**src/rtl/uart_rx_cfg_if.sv**
```systemverilog
// Serial receive bus: line in, received word and status flags out.
interface uart_rx_cfg_if #(
  parameter int unsigned DATA_BITS = 8
);
  logic                 i_rx_serial;
  logic                 o_rx_dv;
  logic [DATA_BITS-1:0] o_rx_data;
  logic                 o_parity_err;
  logic                 o_frame_err;
  logic                 o_break;
  logic                 o_busy;

  // Receiver side.
  modport slave (
    input  i_rx_serial,
    output o_rx_dv,
    output o_rx_data,
    output o_parity_err,
    output o_frame_err,
    output o_break,
    output o_busy
  );

  // Line driver / consumer side.
  modport master (
    output i_rx_serial,
    input  o_rx_dv,
    input  o_rx_data,
    input  o_parity_err,
    input  o_frame_err,
    input  o_break,
    input  o_busy
  );
endinterface

```
**src/rtl/uart_rx_cfg.sv**
```systemverilog
// Configurable UART receiver: 2-FF synchroniser, start-bit glitch reject,
// 3-sample majority vote per bit, optional parity, 1 or 2 stop bits,
// frame-error and break detection.
module uart_rx_cfg #(
  parameter int unsigned CLKS_PER_BIT = 87,
  parameter int unsigned DATA_BITS    = 8,
  parameter int unsigned PARITY       = 0,
  parameter int unsigned STOP_BITS    = 1
) (
  input  logic          i_clk,
  input  logic          i_rst_n,
  uart_rx_cfg_if.slave  bus
);

  localparam int unsigned CNT_W = $clog2(CLKS_PER_BIT);
  localparam int unsigned IDX_W = (DATA_BITS > 2) ? $clog2(DATA_BITS) : 1;

  localparam logic [CNT_W-1:0] CNT_MID  = CNT_W'((CLKS_PER_BIT - 1) / 2);
  localparam logic [CNT_W-1:0] CNT_S0   = CNT_W'(CLKS_PER_BIT - 3);
  localparam logic [CNT_W-1:0] CNT_S1   = CNT_W'(CLKS_PER_BIT - 2);
  localparam logic [CNT_W-1:0] CNT_LAST = CNT_W'(CLKS_PER_BIT - 1);
  localparam logic [IDX_W-1:0] IDX_DATA_LAST = IDX_W'(DATA_BITS - 1);
  localparam logic [IDX_W-1:0] IDX_STOP_LAST = IDX_W'(STOP_BITS - 1);

  typedef enum logic [2:0] {
    ST_IDLE      = 3'd0,
    ST_START     = 3'd1,
    ST_DATA      = 3'd2,
    ST_PARITY    = 3'd3,
    ST_STOP      = 3'd4,
    ST_WAIT_HIGH = 3'd5
  } state_t;

  logic                 r_sync1, r_sync2;
  state_t               r_state;
  logic [CNT_W-1:0]     r_clk_cnt;
  logic [IDX_W-1:0]     r_bit_idx;
  logic                 r_samp0, r_samp1;
  logic [DATA_BITS-1:0] r_shift;
  logic                 r_par_bit;
  logic                 r_stop_low;
  logic                 r_any_one;
  logic                 r_rx_dv;
  logic [DATA_BITS-1:0] r_rx_data;
  logic                 r_parity_err;
  logic                 r_frame_err;
  logic                 r_break;
  logic                 r_busy;

  state_t               w_state_nxt;
  logic [CNT_W-1:0]     w_clk_cnt_nxt;
  logic [IDX_W-1:0]     w_bit_idx_nxt;
  logic                 w_samp0_nxt, w_samp1_nxt;
  logic [DATA_BITS-1:0] w_shift_nxt;
  logic                 w_par_bit_nxt;
  logic                 w_stop_low_nxt;
  logic                 w_any_one_nxt;
  logic                 w_rx_dv_nxt;
  logic [DATA_BITS-1:0] w_rx_data_nxt;
  logic                 w_parity_err_nxt;
  logic                 w_frame_err_nxt;
  logic                 w_break_nxt;
  logic                 w_rx;
  logic                 w_bit;
  logic                 w_par_xor;
  logic                 w_par_err;
  logic                 w_ferr;
  logic                 w_any;

  assign w_rx      = r_sync2;
  // Third vote is the live sample taken at the last count of the bit.
  assign w_bit     = (r_samp0 & r_samp1) | (r_samp0 & w_rx) | (r_samp1 & w_rx);
  assign w_par_xor = (^r_shift) ^ r_par_bit;
  assign w_par_err = (PARITY == 1) ? ~w_par_xor :
                     (PARITY == 2) ?  w_par_xor : 1'b0;
  assign w_ferr    = r_stop_low | ~w_bit;
  assign w_any     = r_any_one | w_bit;

  // Synchroniser, FSM state and datapath registers.
  always_ff @(posedge i_clk) begin
    if (!i_rst_n) begin
      r_sync1      <= 1'b1;
      r_sync2      <= 1'b1;
      r_state      <= ST_IDLE;
      r_clk_cnt    <= '0;
      r_bit_idx    <= '0;
      r_samp0      <= 1'b1;
      r_samp1      <= 1'b1;
      r_shift      <= '0;
      r_par_bit    <= 1'b0;
      r_stop_low   <= 1'b0;
      r_any_one    <= 1'b0;
      r_rx_dv      <= 1'b0;
      r_rx_data    <= '0;
      r_parity_err <= 1'b0;
      r_frame_err  <= 1'b0;
      r_break      <= 1'b0;
      r_busy       <= 1'b0;
    end else begin
      r_sync1      <= bus.i_rx_serial;
      r_sync2      <= r_sync1;
      r_state      <= w_state_nxt;
      r_clk_cnt    <= w_clk_cnt_nxt;
      r_bit_idx    <= w_bit_idx_nxt;
      r_samp0      <= w_samp0_nxt;
      r_samp1      <= w_samp1_nxt;
      r_shift      <= w_shift_nxt;
      r_par_bit    <= w_par_bit_nxt;
      r_stop_low   <= w_stop_low_nxt;
      r_any_one    <= w_any_one_nxt;
      r_rx_dv      <= w_rx_dv_nxt;
      r_rx_data    <= w_rx_data_nxt;
      r_parity_err <= w_parity_err_nxt;
      r_frame_err  <= w_frame_err_nxt;
      r_break      <= w_break_nxt;
      r_busy       <= (w_state_nxt != ST_IDLE);
    end
  end

  // Next-state, bit timing, sampling and frame completion.
  always_comb begin
    w_state_nxt      = r_state;
    w_clk_cnt_nxt    = r_clk_cnt + CNT_W'(1);
    w_bit_idx_nxt    = r_bit_idx;
    w_samp0_nxt      = r_samp0;
    w_samp1_nxt      = r_samp1;
    w_shift_nxt      = r_shift;
    w_par_bit_nxt    = r_par_bit;
    w_stop_low_nxt   = r_stop_low;
    w_any_one_nxt    = r_any_one;
    w_rx_dv_nxt      = 1'b0;
    w_rx_data_nxt    = r_rx_data;
    w_parity_err_nxt = r_parity_err;
    w_frame_err_nxt  = r_frame_err;
    w_break_nxt      = r_break;

    if (r_clk_cnt == CNT_S0) w_samp0_nxt = w_rx;
    if (r_clk_cnt == CNT_S1) w_samp1_nxt = w_rx;

    unique case (r_state)
      ST_IDLE: begin
        w_clk_cnt_nxt = '0;
        if (!w_rx) begin
          w_state_nxt   = ST_START;
          w_bit_idx_nxt = '0;
        end
      end

      ST_START: begin
        if (r_clk_cnt == CNT_MID) begin
          w_clk_cnt_nxt = '0;
          if (w_rx) begin
            w_state_nxt = ST_IDLE;
          end else begin
            w_state_nxt    = ST_DATA;
            w_bit_idx_nxt  = '0;
            w_shift_nxt    = '0;
            w_par_bit_nxt  = 1'b0;
            w_stop_low_nxt = 1'b0;
            w_any_one_nxt  = 1'b0;
          end
        end
      end

      ST_DATA: begin
        if (r_clk_cnt == CNT_LAST) begin
          w_clk_cnt_nxt          = '0;
          w_shift_nxt[r_bit_idx] = w_bit;
          w_any_one_nxt          = w_any;
          if (r_bit_idx == IDX_DATA_LAST) begin
            w_bit_idx_nxt = '0;
            w_state_nxt   = (PARITY != 0) ? ST_PARITY : ST_STOP;
          end else begin
            w_bit_idx_nxt = r_bit_idx + IDX_W'(1);
          end
        end
      end

      ST_PARITY: begin
        if (r_clk_cnt == CNT_LAST) begin
          w_clk_cnt_nxt = '0;
          w_par_bit_nxt = w_bit;
          w_any_one_nxt = w_any;
          w_state_nxt   = ST_STOP;
        end
      end

      ST_STOP: begin
        if (r_clk_cnt == CNT_LAST) begin
          w_clk_cnt_nxt = '0;
          if (r_bit_idx == IDX_STOP_LAST) begin
            w_rx_dv_nxt      = 1'b1;
            w_rx_data_nxt    = r_shift;
            w_parity_err_nxt = w_par_err;
            w_frame_err_nxt  = w_ferr;
            w_break_nxt      = ~w_any;
            w_bit_idx_nxt    = '0;
            w_state_nxt      = w_rx ? ST_IDLE : ST_WAIT_HIGH;
          end else begin
            w_stop_low_nxt = w_ferr;
            w_any_one_nxt  = w_any;
            w_bit_idx_nxt  = r_bit_idx + IDX_W'(1);
          end
        end
      end

      ST_WAIT_HIGH: begin
        w_clk_cnt_nxt = '0;
        if (w_rx) w_state_nxt = ST_IDLE;
      end

      default: begin
        w_state_nxt   = ST_IDLE;
        w_clk_cnt_nxt = '0;
        w_bit_idx_nxt = '0;
      end
    endcase
  end

  assign bus.o_rx_dv      = r_rx_dv;
  assign bus.o_rx_data    = r_rx_data;
  assign bus.o_parity_err = r_parity_err;
  assign bus.o_frame_err  = r_frame_err;
  assign bus.o_break      = r_break;
  assign bus.o_busy       = r_busy;

endmodule

```
**src/flat_wrapper.sv**
```systemverilog
// flat-port wrapper written by rule: the top's interface ports become plain ports
module uart_rx_cfg_flat 
#(
  parameter int unsigned CLKS_PER_BIT = 87,
  parameter int unsigned DATA_BITS    = 8,
  parameter int unsigned PARITY       = 0,
  parameter int unsigned STOP_BITS    = 1
)
  (i_clk, i_rst_n, bus_i_rx_serial, bus_o_rx_dv, bus_o_rx_data, bus_o_parity_err, bus_o_frame_err, bus_o_break, bus_o_busy);
  uart_rx_cfg_if #(.DATA_BITS(DATA_BITS)) bus_i ();
  input  logic i_clk;
  input  logic i_rst_n;
  input wire logic [$bits(bus_i.i_rx_serial)-1:0] bus_i_rx_serial;
  output wire logic [$bits(bus_i.o_rx_dv)-1:0] bus_o_rx_dv;
  output wire logic [$bits(bus_i.o_rx_data)-1:0] bus_o_rx_data;
  output wire logic [$bits(bus_i.o_parity_err)-1:0] bus_o_parity_err;
  output wire logic [$bits(bus_i.o_frame_err)-1:0] bus_o_frame_err;
  output wire logic [$bits(bus_i.o_break)-1:0] bus_o_break;
  output wire logic [$bits(bus_i.o_busy)-1:0] bus_o_busy;
  assign bus_i.i_rx_serial = bus_i_rx_serial;
  assign bus_o_rx_dv = bus_i.o_rx_dv;
  assign bus_o_rx_data = bus_i.o_rx_data;
  assign bus_o_parity_err = bus_i.o_parity_err;
  assign bus_o_frame_err = bus_i.o_frame_err;
  assign bus_o_break = bus_i.o_break;
  assign bus_o_busy = bus_i.o_busy;
  uart_rx_cfg #(.CLKS_PER_BIT(CLKS_PER_BIT), .DATA_BITS(DATA_BITS), .PARITY(PARITY), .STOP_BITS(STOP_BITS)) u_core (.i_clk(i_clk), .i_rst_n(i_rst_n), .bus(bus_i));
endmodule
```
**config.mk**
```make
export PLATFORM = sky130hd
export DESIGN_NAME = uart_rx_cfg_flat
export DESIGN_NICKNAME = d
export VERILOG_FILES = /design/src/rtl/uart_rx_cfg_if.sv /design/src/rtl/uart_rx_cfg.sv /design/src/flat_wrapper.sv
export SDC_FILE = /design/constraint.sdc
export NUM_CORES = 1
export LEC_CHECK = 0
export BUFFER_PORTS_ARGS = -buffer_cell sky130_fd_sc_hd__buf_2
export CAP_MARGIN = 10
export CORE_MARGIN = 3
export CORE_UTILIZATION = 40
export DETAILED_ROUTE_END_ITERATION = 16
export PLACE_DENSITY = 0.65
export SLEW_MARGIN = 20
export SYNTH_ARGS = -nofsm -noshare
export SYNTH_HDL_FRONTEND = slang
export SYNTH_SLANG_ARGS = --single-unit
```
**constraint.sdc**
```tcl
create_clock -name i_clk -period 2.9 [get_ports i_clk]
set_input_delay 0.145 -clock i_clk [delete_from_list [all_inputs] [get_ports i_clk]]
set_output_delay 0.145 -clock i_clk [all_outputs]
set_load 0.05 [all_outputs]
```
[Word-level counts from Yosys, hierarchy flattened]
Index checks and enable logic that the tools add are counted.
Operators by class
  eq/ne operators: 16
  order comparisons: 2
  add/sub/neg operators: 2
  reductions and logical operators: 16
  mux-type cells: 38
  bitwise operators: 10
Operator list (number)
  3-bit 2-to-1 mux: 15
  8-bit 2-to-1 mux: 3
  7-bit == test (second input constant): 3
  3-bit one-hot mux with 6 select lines: 1
  8-bit one-hot mux with 2 select lines: 1
  3-bit one-hot mux with 5 select lines: 1
  7-bit 2-to-1 mux: 2
  7-bit one-hot mux with 2 select lines: 1
  3-bit == test (second input constant): 3
  1-bit 2-to-1 mux: 9
  8-bit bitwise mux: 1
  2-bit by 1-bit inequality test with 1-bit output (second input constant): 4
  4-bit AND reduction: 2
  7-bit by 1-bit adder with 7-bit output (second input constant): 1
  7-bit by 6-bit == test with 1-bit output (second input constant): 1
  3-bit by 2-bit == test with 1-bit output (second input constant): 2
  3-bit zero test: 2
  3-bit AND reduction: 2
  6-bit AND reduction: 1
  3-bit nonzero test: 2
  5-bit AND reduction: 1
  3-bit by 4-bit less-than comparator with 1-bit output (second input constant): 1
  2-bit inequality test (second input constant): 2
  1-bit bitwise OR: 4
  13 further kinds: 19
Word-level totals
  bits in registers: 39
  output and inout bits: 13
  bits of input ports: 3
  word-level logic and storage cells: 99

[Longest topological paths before layout]
Gate-level depths: netlist of run 1.
  depth after elaboration: 8
  gate-level depth with buffers: 9
  gate-level depth less buffers: 7

[Worst setup path after synthesis of run 1]
No wires, ideal clock.
  kind: register -> register
  from: register u_core.r_bit_idx[0]
  to: register u_core.r_frame_err, in the netlist u_core.bus.o_frame_err
  stages on the path, launching flop included: 10
  slack: 0.966 ns
  required time: 2.781 ns
  path buffers: 3
  arrival time: 1.815 ns
  period minus slack after synthesis: 1.934 ns
  setup time: 0.119 ns
  cell sequence: dfxtp_1 -> clkbuf_1 -> inv_1 -> ha_1 -> nand2b_1 -> clkbuf_1 -> or4_4 -> buf_6 -> nor3b_2 -> nor3_1
On the way
  word-level cells in the longest chain between the ends: 2
Ends and longest elaborated chain
  start, declared: line uart_rx_cfg.sv:37  | logic [IDX_W-1:0] r_bit_idx;
  start signal, assigned: line uart_rx_cfg.sv:104  | r_bit_idx <= w_bit_idx_nxt;
  3-bit zero test: line uart_rx_cfg.sv:191  | if (r_bit_idx == IDX_STOP_LAST) begin
  3-bit AND reduction (no line)
  end signal, assigned: line uart_rx_cfg.sv:114  | r_frame_err <= w_frame_err_nxt;
  end, declared: line uart_rx_cfg.sv:46  | logic r_frame_err;
No other way between the ends.
A chain may end at the register's enable or synchronous reset.

[Worst setup path in the final report of run 1]
  from: register u_core.r_state[0]
  to: register u_core.r_shift[7]
On the way
  word-level cells in the longest chain between the ends: 3
  elaborated cells between the ends (all ways): 8
  classes of those cells: eq/ne (5); mux (1); reduce/logical (2)
Ends and longest elaborated chain
  start, declared: line uart_rx_cfg.sv:35  | state_t r_state;
  start signal, assigned: line uart_rx_cfg.sv:102  | r_state <= w_state_nxt;
  3-bit by 2-bit == test with 1-bit output / 3-bit by 1-bit == test with 1-bit output (equally long branches): line uart_rx_cfg.sv:140  | unique case (r_state)
  2-bit by 1-bit inequality test with 1-bit output (no line) (tied with other cells)
  4-bit AND reduction (no line)
  end signal, assigned: line uart_rx_cfg.sv:107  | r_shift <= w_shift_nxt;
  end, declared: line uart_rx_cfg.sv:39  | logic [DATA_BITS-1:0] r_shift;
Several ways; a longest one is shown, not always the timed one.

==> out/metrics.cfg, run 1 <==
[detailed_routing]
vias_per_cell=5.332
vias=1573
drt_pass1_iterations=4
routed_wl_um=3748
avgRoutedWirePerCell_um=12.71
drc=0
drt_iter0_drc=87
ant_nets=0

[grt]
busiest_layer=met2
grtUsageMet1_pct=20.85
grt_pass1_vias=1379
grt_start_max_net_pins=20
grtUsageMet2_pct=21.57
antenna_found_initial=0
use_met3_pct=4.485
grt_pass1_wl_um=6451
track_usage_pct=14.70
gr-total-overflow=0

[die]
start_util_pct=42.92
die_area_um2=5703
ioPinCount=16
core_um2=4504
num_rows=24
die_x_um=75.52
die_h_um=75.52

[power]
p_switching_mw=0.2150
combPwrFrac_pct=3.1
internal_power_mw=0.8044
p_sw_share_pct=21.09
ir_drop_mv=0.2003
seq_power_share_pct=53.4
p_clk_share_pct=43.5
fin_total_pwr_mw=1.019
p_per_area_nw_per_um2=485.5
power.leakage_nw=0.7898

[sta]
setup_slack_ns=0.7508
skew_ns=0.003034
tns_ns=0
final-setup-viol-count=0
period_needed_ns=2.149
relSlewSlack_pct=62.35
rsz0062_at_grt=no
finalCritPeriodShare_pct=74.11
worst_pin_slew_ns=0.5605
slew_viol_final=0
finalHoldViolations=0
fmax_mhz=465.3
holdWs_ns=0.03122

[cts]
cts-resized-gates=0
cts_hold_buf=0
cts.htree.levels=2
cts_buffer_depth=2
cts.sinks=39
cts_setup_buffers=0
cts_tree=yes
cts_made_buffers=5
cts-root-buf=clkbuf_8
clk_pin_slew_ns=0.08
clkLatencyLatePin_ns=0.29

[layout]
drive_above_1_share_pct=11.93
area_delta_synth_final_pct=8.608
final_cell_mix=40 x nand2_1, 39 x dfxtp_1, 22 x nor2_1
layout.nets=252
final_common_cell=nand2_1
fillers=471
diodes=0

[synth]
yosysWarnings=0
synth_edf_count=0
synthCells=236
synth_area_um2=1933
avgSynthCellArea_um2=8.191
ys_ff_latch=39
synth_cell_types=50
ys_seq_area_share_pct=40.39
synth_nets=246
ys.flop_type=dfxtp_1
async_flop_share_pct=0

[worst_setup_path]
start_kind=flip-flop
cp-end-kind=flip-flop
crit_type=flip-flop to flip-flop
r2r_cells=5
critPathMaxFanout=12
arrival_ns=2.37
regToRegSetupSlack_ns=0.75
cp.required_ns=3.12
r2r_end=u_core.r_shift[7]$_SDFFE_PN0P_
timing.rr.start=u_core.r_state[0]$_SDFF_PN0_

[placement]
io_buffer_count=14
dpl.hpwl_um=2687
pre_cts_ws_ns=0.7978
place.gp.congestion=0.8797

[run_status]
outcome=complete, no violations

[min_path]
hold_end=u_core.r_sync1$_SDFF_PN1_
min_from=bus_i_rx_serial
whs_path_depth=2
hold_class=input port to flip-flop

[run]
maxCapViolations=0

==> synthesized netlist by cell type (all sizes together), types with 2 or more instances <==
cell type / count / area, um^2
nor3: 5 / 25.02
clkbuf: 9 / 35.03
o21ai: 8 / 40.04
nand2: 40 / 150.1
nor3b: 2 / 20.02
a21oi: 18 / 93.84
and3: 4 / 25.02
nor4: 4 / 40.04
o211ai: 2 / 15.01
inv: 8 / 30.03
buf: 6 / 46.28
or3: 2 / 12.51
or4: 2 / 18.77
mux2i: 5 / 50.05
ha: 7 / 87.58
xor2: 2 / 17.52
o32ai: 2 / 17.52
a31oi: 2 / 12.51
nor2: 22 / 82.58
xnor2: 4 / 35.03
o21a: 3 / 22.52
nand2b: 6 / 37.54
dfxtp: 39 / 780.8
or3b: 2 / 17.52
o22ai: 3 / 18.77
nand3: 14 / 70.07
==> routing by layer <==
metal	routed length [um]	vias up
li1	-	832
met1	1902	710
met2	1657	27
met3	155	4
met4	32	0
met5	0	-
==> stage by stage <==
step / std cells / util, % / instance area (um^2)
2_1_floorplan: 236 / - / 1933
5_1_grt: 295 / 46.61 / 2100
3_5_place_dp: 287 / 44.11 / 1987
4_1_cts: 295 / 46.61 / 2100
3_3_place_gp: 287 / 44.11 / 1987
6_report: 295 / 46.61 / 2100
==> cell type report <==
cell class	instances	area, um^2	share of cell area [%]
Inverter	8	30.03	1.430
Sequential cell	39	780.7	37.19
Timing Repair Buffer	14	70.07	3.337
Multi-Input combinational cell	174	1041	49.58
Clock buffer	5	68.82	3.278
Tap cell	52	65.06	3.099
Clock inverter	3	43.79	2.086
==> power by group through the flow <==
stage	sequential (mW)	combinational [mW]	clock [mW]
3_3_place_gp	0.557	0.0324	0
4_1_cts	0.544	0.0325	0.459
3_5_place_dp	0.557	0.0324	0
6_report	0.544	0.0319	0.443
2_1_floorplan	0.557	0.0258	0
5_1_grt	0.545	0.0364	0.481
==> logic make-up after synthesis <==
kind of cell / after synthesis / synth area share (%)
other: 1 / 0.1940
XOR/XNOR: 6 / 2.718
adder cells (fa/ha/maj): 8 / 5.048
AND/OR/NAND/NOR: 108 / 27.83
buffers and inverters: 23 / 5.760
flip-flops: 39 / 40.39
multiplexers: 5 / 2.589
AO/OA/AOI/OAI: 46 / 15.47
==> registers in the layout (all words and copies together) (netlist names) <==
name	cells
u_core.r_state	3
u_core.r_bit_idx	3
u_core.bus.o_busy	1
u_core.bus.o_break	1
u_core.r_sync2	1
u_core.r_shift	8
u_core.r_clk_cnt	7
u_core.r_any_one	1
u_core.bus.o_rx_dv	1
u_core.bus.o_frame_err	1
u_core.r_samp1	1
u_core.r_sync1	1
u_core.bus.o_rx_data	8
u_core.r_samp0	1
u_core.r_stop_low	1
==> worst max path at each step <==
| stage | from | end | slack [ns] | cells after the start |
|---|---|---|---|---|
| floorplan | u_core.r_bit_idx[0]$_SDFFE_PN0P_ | u_core.bus.o_frame_err$_SDFFE_PN0P_ | 0.97 | 9 |
| global placement | u_core.r_state[0]$_SDFF_PN0_ | u_core.r_shift[7]$_SDFFE_PN0P_ | 0.81 | 5 |
| detailed placement | u_core.r_clk_cnt[0]$_SDFF_PN0_ | u_core.r_clk_cnt[6]$_SDFF_PN0_ | 0.80 | 6 |
| CTS | u_core.r_state[0]$_SDFF_PN0_ | u_core.r_shift[7]$_SDFFE_PN0P_ | 0.77 | 5 |
| global route | u_core.r_state[0]$_SDFF_PN0_ | u_core.r_shift[7]$_SDFFE_PN0P_ | 0.57 | 5 |
| finish | u_core.r_state[0]$_SDFF_PN0_ | u_core.r_shift[7]$_SDFFE_PN0P_ | 0.75 | 5 |
==> critical path: stages (launching register included) <==
cell,delay (ns)
dfxtp_1,0.56
nor3b_1,0.50
and3_1,0.30
a21oi_2,0.10
or3b_2,0.48
a21oi_1,0.14
Note: power is estimated with default switching activity, not from simulation.
==> inputs of run 2 (changes only) <==
--- a/config.mk
+++ b/config.mk
@@ -5,6 +5,7 @@
 export SDC_FILE = /design/constraint.sdc
 export NUM_CORES = 1
 export LEC_CHECK = 0
+export ABC_AREA = 1
 export BUFFER_PORTS_ARGS = -buffer_cell sky130_fd_sc_hd__buf_2
 export CAP_MARGIN = 10
 export CORE_MARGIN = 3
==> constraint.sdc (replaced) <==
create_clock -name i_clk -period 2.1 [get_ports i_clk]
set_input_delay 0.105 -clock i_clk [delete_from_list [all_inputs] [get_ports i_clk]]
set_output_delay 0.105 -clock i_clk [all_outputs]
set_load 0.05 [all_outputs]
==> out/metrics.cfg, run 2 <==
[run_status]
outcome=complete, no violations

[synth]
synth_top_cells_by_count=83 x nand2_1, 42 x nor2_1, 39 x dfxtp_1, 25 x inv_1, 20 x nand3_1
ys.flop_type=dfxtp_1
post-synth-top-count-cell=nand2_1
synth_area_um2=2176
ys_ff_latch=39
synth_area_leaders=dfxtp_1 36%, nand2_1 14%, nor2_1 7.2%
ys_seq_area_share_pct=35.88
synth_nets=315
yosysWarnings=0
synth_cell_types=39
synthCells=305
async_flop_share_pct=0
yosysTopAreaCellShare_pct=35.88
avgSynthCellArea_um2=7.134
synth_edf_count=0
yosys.area.top_type=dfxtp_1

[cts]
cts_tree=yes
clk_pin_slew_ns=0.08
cts.htree.levels=2
clkLatencyLatePin_ns=0.30
cts_setup_buffers=0
cts_buffer_depth=2
cts-resized-gates=0
cts-root-buf=clkbuf_8
cts.sinks=39
cts_hold_buf=1
cts_made_buffers=5

[placement]
place.gp.congestion=0.8532
placed_area_um2=2298
dpl.hpwl_um=3373
io_buffer_count=14

[die]
die_x_um=79.76
die_h_um=79.76
core_um2=5172
ioPinCount=16
num_rows=26
start_util_pct=42.07
die_area_um2=6361

[sta]
fmax_mhz=559.5
period_needed_ns=1.787
relSlewSlack_pct=63.53
finalHoldViolations=0
worst_pin_slew_ns=0.5464
final-setup-viol-count=0
slew_viol_final=0
rsz0062_at_grt=no
tns_ns=0
finalCritPeriodShare_pct=85.11
skew_ns=0.006970

[worst_setup_path]
worst-path-buf-inv=3
crit_chain=clkinv_1 -> ha_1 -> nand2_1 -> inv_1 -> nand3_4 -> inv_2 -> o21ai_0 -> a21oi_1
r2r_cells=8
cp.required_ns=2.29
arrival_ns=1.98
start_kind=flip-flop
critPathMaxFanout=11
worstSetupPathDepth=8
cp-endpoint=u_core.bus.o_rx_data[7]$_SDFFE_PN0P_
cp-end-kind=flip-flop
r2r_end=u_core.bus.o_rx_data[7]$_SDFFE_PN0P_
cpLargestDelayFamily=buffers and inverters
timing.rr.start=u_core.r_bit_idx[0]$_SDFFE_PN0P_
slowest_stage=dfxtp_1
cpPeakStageDelay_ns=0.41
setup.worst_path.start=u_core.r_bit_idx[0]$_SDFFE_PN0P_
crit_type=flip-flop to flip-flop
regToRegSetupSlack_ns=0.31

[power]
p_switching_mw=0.3540
ir_drop_mv=0.1937
seq_power_share_pct=55.4
combPwrFrac_pct=6.8
p_sw_share_pct=26.02
power.leakage_nw=1.070
p_clk_share_pct=37.7
p_per_area_nw_per_um2=567.5
internal_power_mw=1.006

[run]
maxCapViolations=0

[detailed_routing]
drt_iter0_drc=114
drt_pass1_iterations=4
vias=1861
ant_nets=0
avgRoutedWirePerCell_um=11.44
drc=0
vias_per_cell=4.735
routed_wl_um=4496

[layout]
final_area_um2=2397
final_common_cell=nand2_1
drive_above_1_share_pct=21.67
fillers=526
final_cell_mix=83 x nand2_1, 42 x nor2_1, 39 x dfxtp_1
area_delta_synth_final_pct=10.18
diodes=0
layout.nets=332

[grt]
antenna_found_initial=0
gr-total-overflow=0
grt_pass1_vias=1704
grt_pass1_wl_um=7845
track_usage_pct=15.75
grt_start_max_net_pins=18

[min_path]
min_from=i_rst_n
hold_class=input port to flip-flop

==> run 2: cell count changes after synthesis, moves of 4 or more <==
cell,change
nand2_1,+43
nor2_1,+20
inv_1,+17
o21ai_2,+9
clkbuf_1,-8
nor2_2,+7
inv_2,+6
nand2b_1,-6
nand3_1,+6
mux2i_1,-5
nand2_2,+5
nor2_4,+5
and3_1,-4
nand3_2,+4
==> run 2: how the worst min path moves through the flow <==
| stage | end | cells past startpoint |
|---|---|---|
| 5_1_grt | u_core.bus.o_rx_data[6]$_SDFFE_PN0P_ | 4 |
| 6_report | u_core.bus.o_rx_data[0]$_SDFFE_PN0P_ | 4 |
| 3_5_place_dp | u_core.r_sync1$_SDFF_PN1_ | 2 |
| 3_3_place_gp | u_core.r_sync1$_SDFF_PN1_ | 2 |
| 2_1_floorplan | u_core.r_sync1$_SDFF_PN1_ | 1 |
| 4_1_cts | u_core.bus.o_rx_data[0]$_SDFFE_PN0P_ | 4 |
==> run 2: cell type report <==
class	count	area, um^2	area share [%]
Sequential cell	39	780.7	32.57
Timing Repair Buffer	16	87.58	3.653
Multi-Input combinational cell	226	1217	50.78
Inverter	34	135.1	5.637
Clock inverter	3	20.02	0.8351
Clock buffer	5	68.82	2.871
Tap cell	70	87.58	3.653
==> run 2: kinds of logic after synthesis <==
kind of cell,share of synthesized area (%)
xor gates and xnor gates,1.610
other,0.1723
AOI/OAI and AO/OA,10.58
and+or+nand+nor,39.56
DFF,35.88
adders and majority gates,4.025
buffers and inverters,8.165
==> run 2: metrics by stage <==
stage               utilization [%]  setup slack, ns  total power, mW  hold slack [ns]  cells
floorplan                         -           0.5286           0.8464           0.2116    305
global route                  46.35          0.05221            1.423           0.2724    393
global placement              44.44           0.4264           0.8625           0.2928    384
finish                        46.35           0.3127            1.360           0.2633    393
CTS                           46.35           0.3171            1.379           0.2585    393
detailed placement            44.44           0.3201           0.8626           0.2944    384
==> run 2: layer usage <==
metal,up-vias,track usage [%],routed length [um]
met4,0,6.081,80
li1,994,-,-
met1,825,23.05,2412
met2,34,22.29,1859
met3,8,3.386,143
met5,-,0,0
==> run 2: tightest hold or removal path, cell delays in order <==
cell	delay, ns
buf_2	0.10
buf_4	0.21
o21ai_2	0.08
nor2_2	0.03
==> run 2: power groups by stage <==
stage / Combinational, mW / Sequential (mW) / Clock [mW]
after floorplan: 0.0729 / 0.774 / 0
after global placement: 0.0912 / 0.771 / 0
after detailed placement: 0.0910 / 0.772 / 0
after CTS: 0.0926 / 0.754 / 0.532
after global routing: 0.107 / 0.756 / 0.560
final: 0.0930 / 0.754 / 0.513
==> inputs of run 3 (changes only) <==
--- a/config.mk
+++ b/config.mk
@@ -8,6 +8,7 @@
 export ABC_AREA = 1
 export BUFFER_PORTS_ARGS = -buffer_cell sky130_fd_sc_hd__buf_2
 export CAP_MARGIN = 10
+export CORE_ASPECT_RATIO = 0.5
 export CORE_MARGIN = 3
 export CORE_UTILIZATION = 40
 export DETAILED_ROUTE_END_ITERATION = 16
==> out/metrics.cfg, run 3 (synthesis gave the netlist of run 2 again) <==
[power]
p_sw_share_pct=23.76
p_switching_mw=0.3351
p_per_area_nw_per_um2=583.0
combPwrFrac_pct=6.7
p_clk_share_pct=39.8
fin_total_pwr_mw=1.411
internal_power_mw=1.076
power.leakage_nw=1.085
seq_power_share_pct=53.5
ir_drop_mv=0.2188

[detailed_routing]
ant_nets=0
drt_iter0_drc=119
vias=1856
routed_wl_um=4433
drc=0
wl_met3_um=219
wl_met2_um=1997
route.layer.met1.wl_um=2181
drt_pass1_iterations=4
avgRoutedWirePerCell_um=11.25
vias_per_cell=4.711
top_layer=met4

[run]
maxCapViolations=0

[min_path]
hold_class=input port to flip-flop

[grt]
grt_start_max_net_pins=18
grt_pass1_wl_um=7928
grt_pass1_vias=1739
track_usage_pct=15.64
antenna_found_initial=0
gr-total-overflow=0

[cts]
cts_setup_buffers=0
cts.htree.levels=2
cts.sinks=39
clkLatencyLatePin_ns=0.29
cts_buffer_depth=2
cts_tree=yes
clk_pin_slew_ns=0.08
cts-root-buf=clkbuf_8
cts_made_buffers=5

[layout]
drive_above_1_share_pct=21.91
layout.nets=333
final_area_um2=2420
final_common_cell=nand2_1
diodes=0
area_delta_synth_final_pct=11.21
final_cell_mix=83 x nand2_1, 42 x nor2_1, 39 x dfxtp_1

[worst_setup_path]
critPathMaxFanout=11
slowest_stage=dfxtp_1
arrival_ns=1.97
cp-endpoint=u_core.bus.o_rx_data[7]$_SDFFE_PN0P_
cp-end-kind=flip-flop
r2r_cells=8
timing.rr.start=u_core.r_bit_idx[0]$_SDFFE_PN0P_
cp.required_ns=2.28
cpPeakStageDelay_ns=0.41
start_kind=flip-flop
crit_type=flip-flop to flip-flop
regToRegSetupSlack_ns=0.30
setup.worst_path.start=u_core.r_bit_idx[0]$_SDFFE_PN0P_
r2r_end=u_core.bus.o_rx_data[7]$_SDFFE_PN0P_
crit_chain=clkinv_1 -> ha_1 -> nand2_1 -> inv_1 -> nand3_4 -> inv_2 -> o21ai_0 -> a21oi_1

[die]
core_um2=5090
ioPinCount=16
die_x_um=110.3
die_area_um2=6414
num_rows=18
start_util_pct=42.75
die_h_um=58.15

[sta]
skew_ns=0.007876
finalCritPeriodShare_pct=85.51
finalHoldViolations=0
fmax_mhz=556.9
slew_viol_final=0
final-setup-viol-count=0
holdWs_ns=0.1456
period_needed_ns=1.796
rsz0062_at_grt=no
tns_ns=0

[placement]
placed_area_um2=2306
dpl.hpwl_um=3433
io_buffer_count=14
place.gp.congestion=0.8672

[run_status]
outcome=complete, no violations

run 3: cell count changes in the layout (fill, tap and decap cells not counted), sizes merged:
cell and delta:
clkbuf +2, buf +1, clkinv -1, clkinvlp -1
run 3: routing by layer:
| metal | up-vias | track usage, % |
|---|---|---|
| li1 | 997 | - |
| met1 | 824 | 20.45 |
| met4 | 0 | 4.912 |
| met3 | 2 | 3.003 |
| met2 | 33 | 26.29 |
| met5 | - | 0 |
run 3: through the flow:
step | util [%] | std cells | setup slack (ns)
2_1_floorplan | - | 305 | 0.5286
3_3_place_gp | 45.30 | 385 | 0.4098
3_5_place_dp | 45.30 | 385 | 0.3139
4_1_cts | 47.54 | 394 | 0.3024
5_1_grt | 47.54 | 394 | 0.1260
6_report | 47.54 | 394 | 0.3042
run 3: cell type report:
type / count / area (um^2)
Sequential cell: 39 / 780.7
Timing Repair Buffer: 17 / 95.09
Tap cell: 70 / 87.58
Inverter: 34 / 135.1
Clock inverter: 1 / 7.507
Multi-Input combinational cell: 226 / 1217
Fill cell: 527 / 2670
Clock buffer: 7 / 96.34
run 3: worst max-delay path, delay by kind of cell (launching register included):
kind / cells / cell delay [ns]
AOI/OAI and AO/OA: 2 / 0.23
adders and majority gates: 1 / 0.25
buffers and inverters: 3 / 0.47
DFF: 1 / 0.41
and+or+nand+nor: 2 / 0.33
run 3: worst min path at each step:
stage | start | end | slack (ns) | cells after the start
final | i_rst_n | u_core.r_stop_low$_SDFFE_PN0P_ | 0.15 | 3
after detailed placement | bus_i_rx_serial | u_core.r_sync1$_SDFF_PN1_ | 0.29 | 2
after floorplan | bus_i_rx_serial | u_core.r_sync1$_SDFF_PN1_ | 0.21 | 1
after CTS | i_rst_n | u_core.r_stop_low$_SDFFE_PN0P_ | 0.14 | 3
after global routing | i_rst_n | u_core.r_stop_low$_SDFFE_PN0P_ | 0.18 | 3
after global placement | bus_i_rx_serial | u_core.r_sync1$_SDFF_PN1_ | 0.29 | 2
run 3: repair_timing:
action / in CTS / in global routing
hold endpoints to repair: 1 / 0
gates resized for setup: 0 / 0
hold buffers: 1 / 0
run 3: power groups by stage:
stage	combinational, mW	clock (mW)	sequential (mW)
2_1_floorplan	0.0729	0	0.774
3_3_place_gp	0.0915	0	0.771
3_5_place_dp	0.0933	0	0.772
4_1_cts	0.0953	0.577	0.754
5_1_grt	0.108	0.599	0.755
6_report	0.0950	0.562	0.754
